<file path="src/rtl/traffic_conflict_monitor.sv">
// Safety monitor for the NS/EW light buses: flags illegal encodings, conflicts, bad sequences and short intervals.
// Latency: 1 cycle from violating sample to fault/fault_code/viol_count; no backpressure, observes every clk.
module traffic_conflict_monitor #(
    parameter int MIN_YELLOW  = 2,
    parameter int MIN_ALL_RED = 1,
    parameter int FLASH_HALF  = 4,
    parameter int CNT_W       = 4
) (
    input  logic       clk,
    input  logic       rst,
    input  logic [2:0] NS_light,
    input  logic [2:0] EW_light,
    input  logic       clear_fault,
    output logic       fault,
    output logic [2:0] fault_code,
    output logic       flash_red,
    output logic [7:0] viol_count
);

    localparam logic [2:0]       RED     = 3'b100;
    localparam logic [2:0]       YEL     = 3'b010;
    localparam logic [2:0]       GRN     = 3'b001;
    localparam logic [CNT_W-1:0] CNT_MAX = '1;
    localparam logic [CNT_W-1:0] MIN_Y   = CNT_W'(MIN_YELLOW);
    localparam logic [CNT_W-1:0] MIN_AR  = CNT_W'(MIN_ALL_RED);
    localparam logic [CNT_W-1:0] FH_LAST = CNT_W'(FLASH_HALF - 1);

    logic [2:0]       prev_ns, prev_ew;
    logic [CNT_W-1:0] y_ns, y_ew, ar_cnt, flash_cnt;

    logic       cur_ok, prev_ok, chk_ok;
    logic       c_enc, c_conf, c_seq, c_sy, c_sc;
    logic       viol;
    logic [2:0] vcode;
    logic       fault_nxt;
    logic [2:0] code_nxt;

    function automatic logic enc_ok(input logic [2:0] l);
        return (l == RED) || (l == YEL) || (l == GRN);
    endfunction

    function automatic logic seq_bad(input logic [2:0] p, input logic [2:0] c);
        return (p != c) && !((p == GRN && c == YEL) ||
                             (p == YEL && c == RED) ||
                             (p == RED && c == GRN));
    endfunction

    function automatic logic [CNT_W-1:0] sat_inc(input logic [CNT_W-1:0] v);
        return (v == CNT_MAX) ? v : v + CNT_W'(1);
    endfunction

    always_comb begin
        cur_ok  = enc_ok(NS_light) && enc_ok(EW_light);
        prev_ok = enc_ok(prev_ns) && enc_ok(prev_ew);
        chk_ok  = cur_ok && prev_ok;

        c_enc  = !cur_ok;
        c_conf = (NS_light != RED) && (EW_light != RED);
        c_seq  = chk_ok && (seq_bad(prev_ns, NS_light) || seq_bad(prev_ew, EW_light));
        c_sy   = chk_ok && ((prev_ns == YEL && NS_light == RED && y_ns < MIN_Y) ||
                            (prev_ew == YEL && EW_light == RED && y_ew < MIN_Y));
        c_sc   = chk_ok && ((prev_ns == RED && NS_light == GRN) ||
                            (prev_ew == RED && EW_light == GRN)) && (ar_cnt < MIN_AR);

        viol  = c_enc || c_conf || c_seq || c_sy || c_sc;
        vcode = 3'd0;
        if (c_enc)       vcode = 3'd1;
        else if (c_conf) vcode = 3'd2;
        else if (c_seq)  vcode = 3'd3;
        else if (c_sy)   vcode = 3'd4;
        else if (c_sc)   vcode = 3'd5;

        // A violation always wins over a simultaneous clear request.
        fault_nxt = fault;
        code_nxt  = fault_code;
        if (viol && (!fault || clear_fault)) begin
            fault_nxt = 1'b1;
            code_nxt  = vcode;
        end else if (clear_fault) begin
            fault_nxt = 1'b0;
            code_nxt  = 3'd0;
        end
    end

    always_ff @(posedge clk or posedge rst) begin
        if (rst) begin
            prev_ns    <= RED;
            prev_ew    <= RED;
            y_ns       <= '0;
            y_ew       <= '0;
            ar_cnt     <= '0;
            flash_cnt  <= '0;
            fault      <= 1'b0;
            fault_code <= 3'd0;
            flash_red  <= 1'b0;
            viol_count <= 8'd0;
        end else begin
            prev_ns <= NS_light;
            prev_ew <= EW_light;
            // Counters track the sample that becomes prev_* after this edge.
            y_ns    <= (NS_light == YEL) ? sat_inc(y_ns) : '0;
            y_ew    <= (EW_light == YEL) ? sat_inc(y_ew) : '0;
            ar_cnt  <= (NS_light == RED && EW_light == RED) ? sat_inc(ar_cnt) : '0;

            fault      <= fault_nxt;
            fault_code <= code_nxt;

            if (viol && viol_count != 8'hFF)
                viol_count <= viol_count + 8'd1;

            if (!fault_nxt) begin
                flash_red <= 1'b0;
                flash_cnt <= '0;
            end else if (!fault) begin
                flash_red <= 1'b1;
                flash_cnt <= '0;
            end else if (flash_cnt >= FH_LAST) begin
                flash_red <= ~flash_red;
                flash_cnt <= '0;
            end else begin
                flash_cnt <= sat_inc(flash_cnt);
            end
        end
    end

endmodule

</file>
<file path="config.mk">
export PLATFORM = sky130hd
export DESIGN_NAME = traffic_conflict_monitor
export DESIGN_NICKNAME = d
export VERILOG_FILES = /design/src/rtl/traffic_conflict_monitor.sv
export SDC_FILE = /design/constraint.sdc
export NUM_CORES = 1
export LEC_CHECK = 0
export ABC_CLOCK_PERIOD_IN_PS = 2700
export BUFFER_PORTS_ARGS = -buffer_cell sky130_fd_sc_hd__buf_2
export CORE_ASPECT_RATIO = 1.2
export CORE_UTILIZATION = 40
export CTS_CLUSTER_DIAMETER = 60
export CTS_CLUSTER_SIZE = 30
export DETAILED_ROUTE_END_ITERATION = 12
export GPL_ROUTABILITY_DRIVEN = 0
export PLACE_DENSITY = 0.58
export SETUP_SLACK_MARGIN = 0.05
export SYNTH_ARGS = -nofsm -noshare
export SYNTH_HDL_FRONTEND = slang
export SYNTH_SLANG_ARGS = --single-unit
export TNS_END_PERCENT = 1
</file>
<file path="constraint.sdc">
create_clock -name clk -period 2.7 [get_ports clk]
set_input_delay 0.54 -clock clk [delete_from_list [all_inputs] [get_ports clk]]
set_output_delay 0.54 -clock clk [all_outputs]
set_load 0.02 [all_outputs]
</file>
==> impl_metrics.json <==
{
  "layout_common_cells": "dfrtp_1 (33), nor2_1 (28), buf_2 (21)",
  "yosys_warnings": 0,
  "wl_per_cell_um": 12.5,
  "coreArea_sq_um": 4330,
  "drcViolationCount": 0,
  "grt_max_degree": 36,
  "outcome": "completed",
  "diodes": 0,
  "routed_wl_um": 3370,
  "drv_cap": 0,
  "slowest_delay_ns": 0.57,
  "grt_antenna_before_repair": 0,
  "portBuffers": 21,
  "crit_path_end_kind": "flip-flop",
  "hold_path.class": "in -> async",
  "design_area_sq_um": 2110,
  "area_growth_pct": 14.7,
  "cp_top_family": "compound AO/OA/AOI/OAI gates",
  "fp.dieH_um": 76.3,
  "cts.path.max_buffers": 2,
  "seq_area_frac_synth_pct": 47.8,
  "final_common_cell": "dfrtp_1",
  "start_util_pct": 42.5,
  "synth_cells": 186,
  "cts_setup_buffers": 0,
  "path_cells": "nor4bb_1 -> o21ai_0 -> o311ai_0 -> nand2_1 -> o21ai_4 -> mux2_1",
  "setup_viol": 0,
  "maxSlewHeadroom_pct": 62.2,
  "slew_viol_final": 0,
  "fp-row-count": 26,
  "worstSetupStartpointType": "flip-flop",
  "synth_ff_type": "dfrtp_1",
  "cts.sinks": 35,
  "yosysUniqueCellTypes": 40,
  "crit_arrival_ns": 2.40,
  "fin_skew_ns": 0.00610,
  "clkTransAtPathRegs_ns": 0.07,
  "worst-path-buf-inv": 0,
  "syn_area_per_cell_sq_um": 9.88,
  "tns_ns": 0,
  "track_usage_pct": 16.2,
  "async_flop_share_pct": 100,
  "placed_cell_area_sq_um": 2020,
  "drive_above_1_share_pct": 17.3,
  "hold_buffers": 0,
  "synthesis.area_sq_um": 1840,
  "leakagePower_nw": 0.989,
  "ir_drop_v": 0.000295,
  "crit_path_start": "prev_ew[2]$_DFF_PP1_",
  "die_x_um": 63.9,
  "period_needed_ns": 2.23,
  "rsz0062_at_grt": "no",
  "crit_fanout": 8,
  "grt_pass1_wl_um": 6210,
  "fin_crit_sh_pct": 82.7,
  "drtAntennaViolNets": 0,
  "cts-htree-levels": 2,
  "die_area_sq_um": 4870,
  "rr_startpoint": "prev_ew[2]$_DFF_PP1_",
  "max_freq_mhz": 448,
  "clock-root-buffer": "clkbuf_8",
  "cts_resized": 0,
  "vias_per_cell": 5.27,
  "p_per_area_nw_per_um2": 676,
  "fin_nets": 229,
  "overflow": 0,
  "firstDrtPassIters": 4,
  "cts_made_buffers": 5,
  "ys_ff_latch": 35,
  "slowest_stage": "dfstp_2",
  "via_count": 1424,
  "final_hold_viol_count": 0,
  "cp_data_required_time_ns": 2.87,
  "path_class": "reg -> reg",
  "grt_pass1_vias": 1412,
  "io_pins": 22,
  "worst_pin_slew_ns": 0.561,
  "clock_latency_ns": 0.28,
  "drt-initial-drc-count": 41,
  "place_hpwl_um": 2530,
  "synth_edf_count": 0,
  "cts_tree": "done"
}
power breakdown:
part	total (mW)	leakage, nW	switching (mW)	internal [mW]
logic	0.360	0.500	0.211	0.149
registers	0.689	0.442	0.0835	0.606
clock network	0.377	0.0470	0.177	0.200
total	1.43	0.989	0.472	0.954
kinds of logic after synthesis:
kind of cell	synth area share, %
AOI/OAI and AO/OA	10.3
xor gates and xnor gates	9.53
adders and majority gates	4.08
buffers and inverters	2.04
DFF	47.8
muxes	2.25
other	0.204
and+or+nand+nor	23.8
metal layers:
layer	wire length [um]	vias up	GRT usage, %
li1	-	712	-
met1	1530	683	19.6
met2	1680	23	27.6
met3	103	6	3.59
met4	58	0	6.14
met5	0	-	0
stage by stage:
step	total power [mW]	instances	setup slack [ns]	utilization [%]	hold WS, ns
floorplan	0.936	187	0.407	-	0.416
global placement	1.05	263	0.233	46.7	0.431
detailed placement	1.06	263	0.176	46.7	0.465
CTS	1.45	270	0.456	48.7	0.354
global route	1.52	270	0.192	48.7	0.383
finish	1.43	270	0.467	48.7	0.339
sequential cells by signal, summed over array words and instances (netlist names), 3 cells and up:
| signal | flops |
|---|---|
| y_ew | 4 |
| y_ns | 4 |
| viol_count | 8 |
| prev_ew | 3 |
| flash_cnt | 4 |
| ar_cnt | 4 |
| prev_ns | 3 |
| fault_code | 3 |
layout make-up:
cell class                      instances  area [sq um]
Timing Repair Buffer                   23           120
Sequential cell                        35           878
Multi-Input combinational cell        142           926
Tap cell                               56          70.1
Fill cell                             418          2220
Clock buffer                            6          82.6
Clock inverter                          1          5.00
Inverter                                7          26.3
synthesized netlist by cell type, drive strengths merged, types with 3 or more instances:
library cell / number / area (sq um)
a211oi: 3 / 22.5
a21oi: 5 / 25.0
a31oi: 3 / 18.8
and3: 5 / 31.3
clkbuf: 3 / 11.3
dfrtp: 33 / 826
ha: 6 / 75.1
inv: 7 / 26.3
mux2i: 3 / 30.0
nand2: 9 / 33.8
nand3: 17 / 90.1
nor2: 28 / 105
nor3: 6 / 30.0
nor3b: 3 / 22.5
nor4bb: 4 / 40.0
o21ai: 7 / 46.3
xnor2: 11 / 96.3
xor2: 9 / 78.8
path summary, 6_finish.rpt:
| path | to | slack [ns] | cells after the start |
|---|---|---|---|
| worst max-delay path | viol_count[1]$_DFFE_PP0P_ | 0.47 | 6 |
| worst min-delay path | y_ns[3]$_DFFE_PP0P_ | 0.34 | 3 |
| worst max register to register | viol_count[1]$_DFFE_PP0P_ | 0.47 | 6 |
| worst min register to register | flash_cnt[0]$_DFFE_PP0P_ | 0.46 | 1 |
| max in group asynchronous | prev_ns[2]$_DFF_PP1_ | 2.03 | 3 |
| min in group clk | prev_ns[2]$_DFF_PP1_ | 0.42 | 1 |
worst min-delay path, delay by kind of cell:
family   cells  cell delay (ns)
buf+inv      3             0.52
Note: power is estimated with default switching activity, not from simulation.
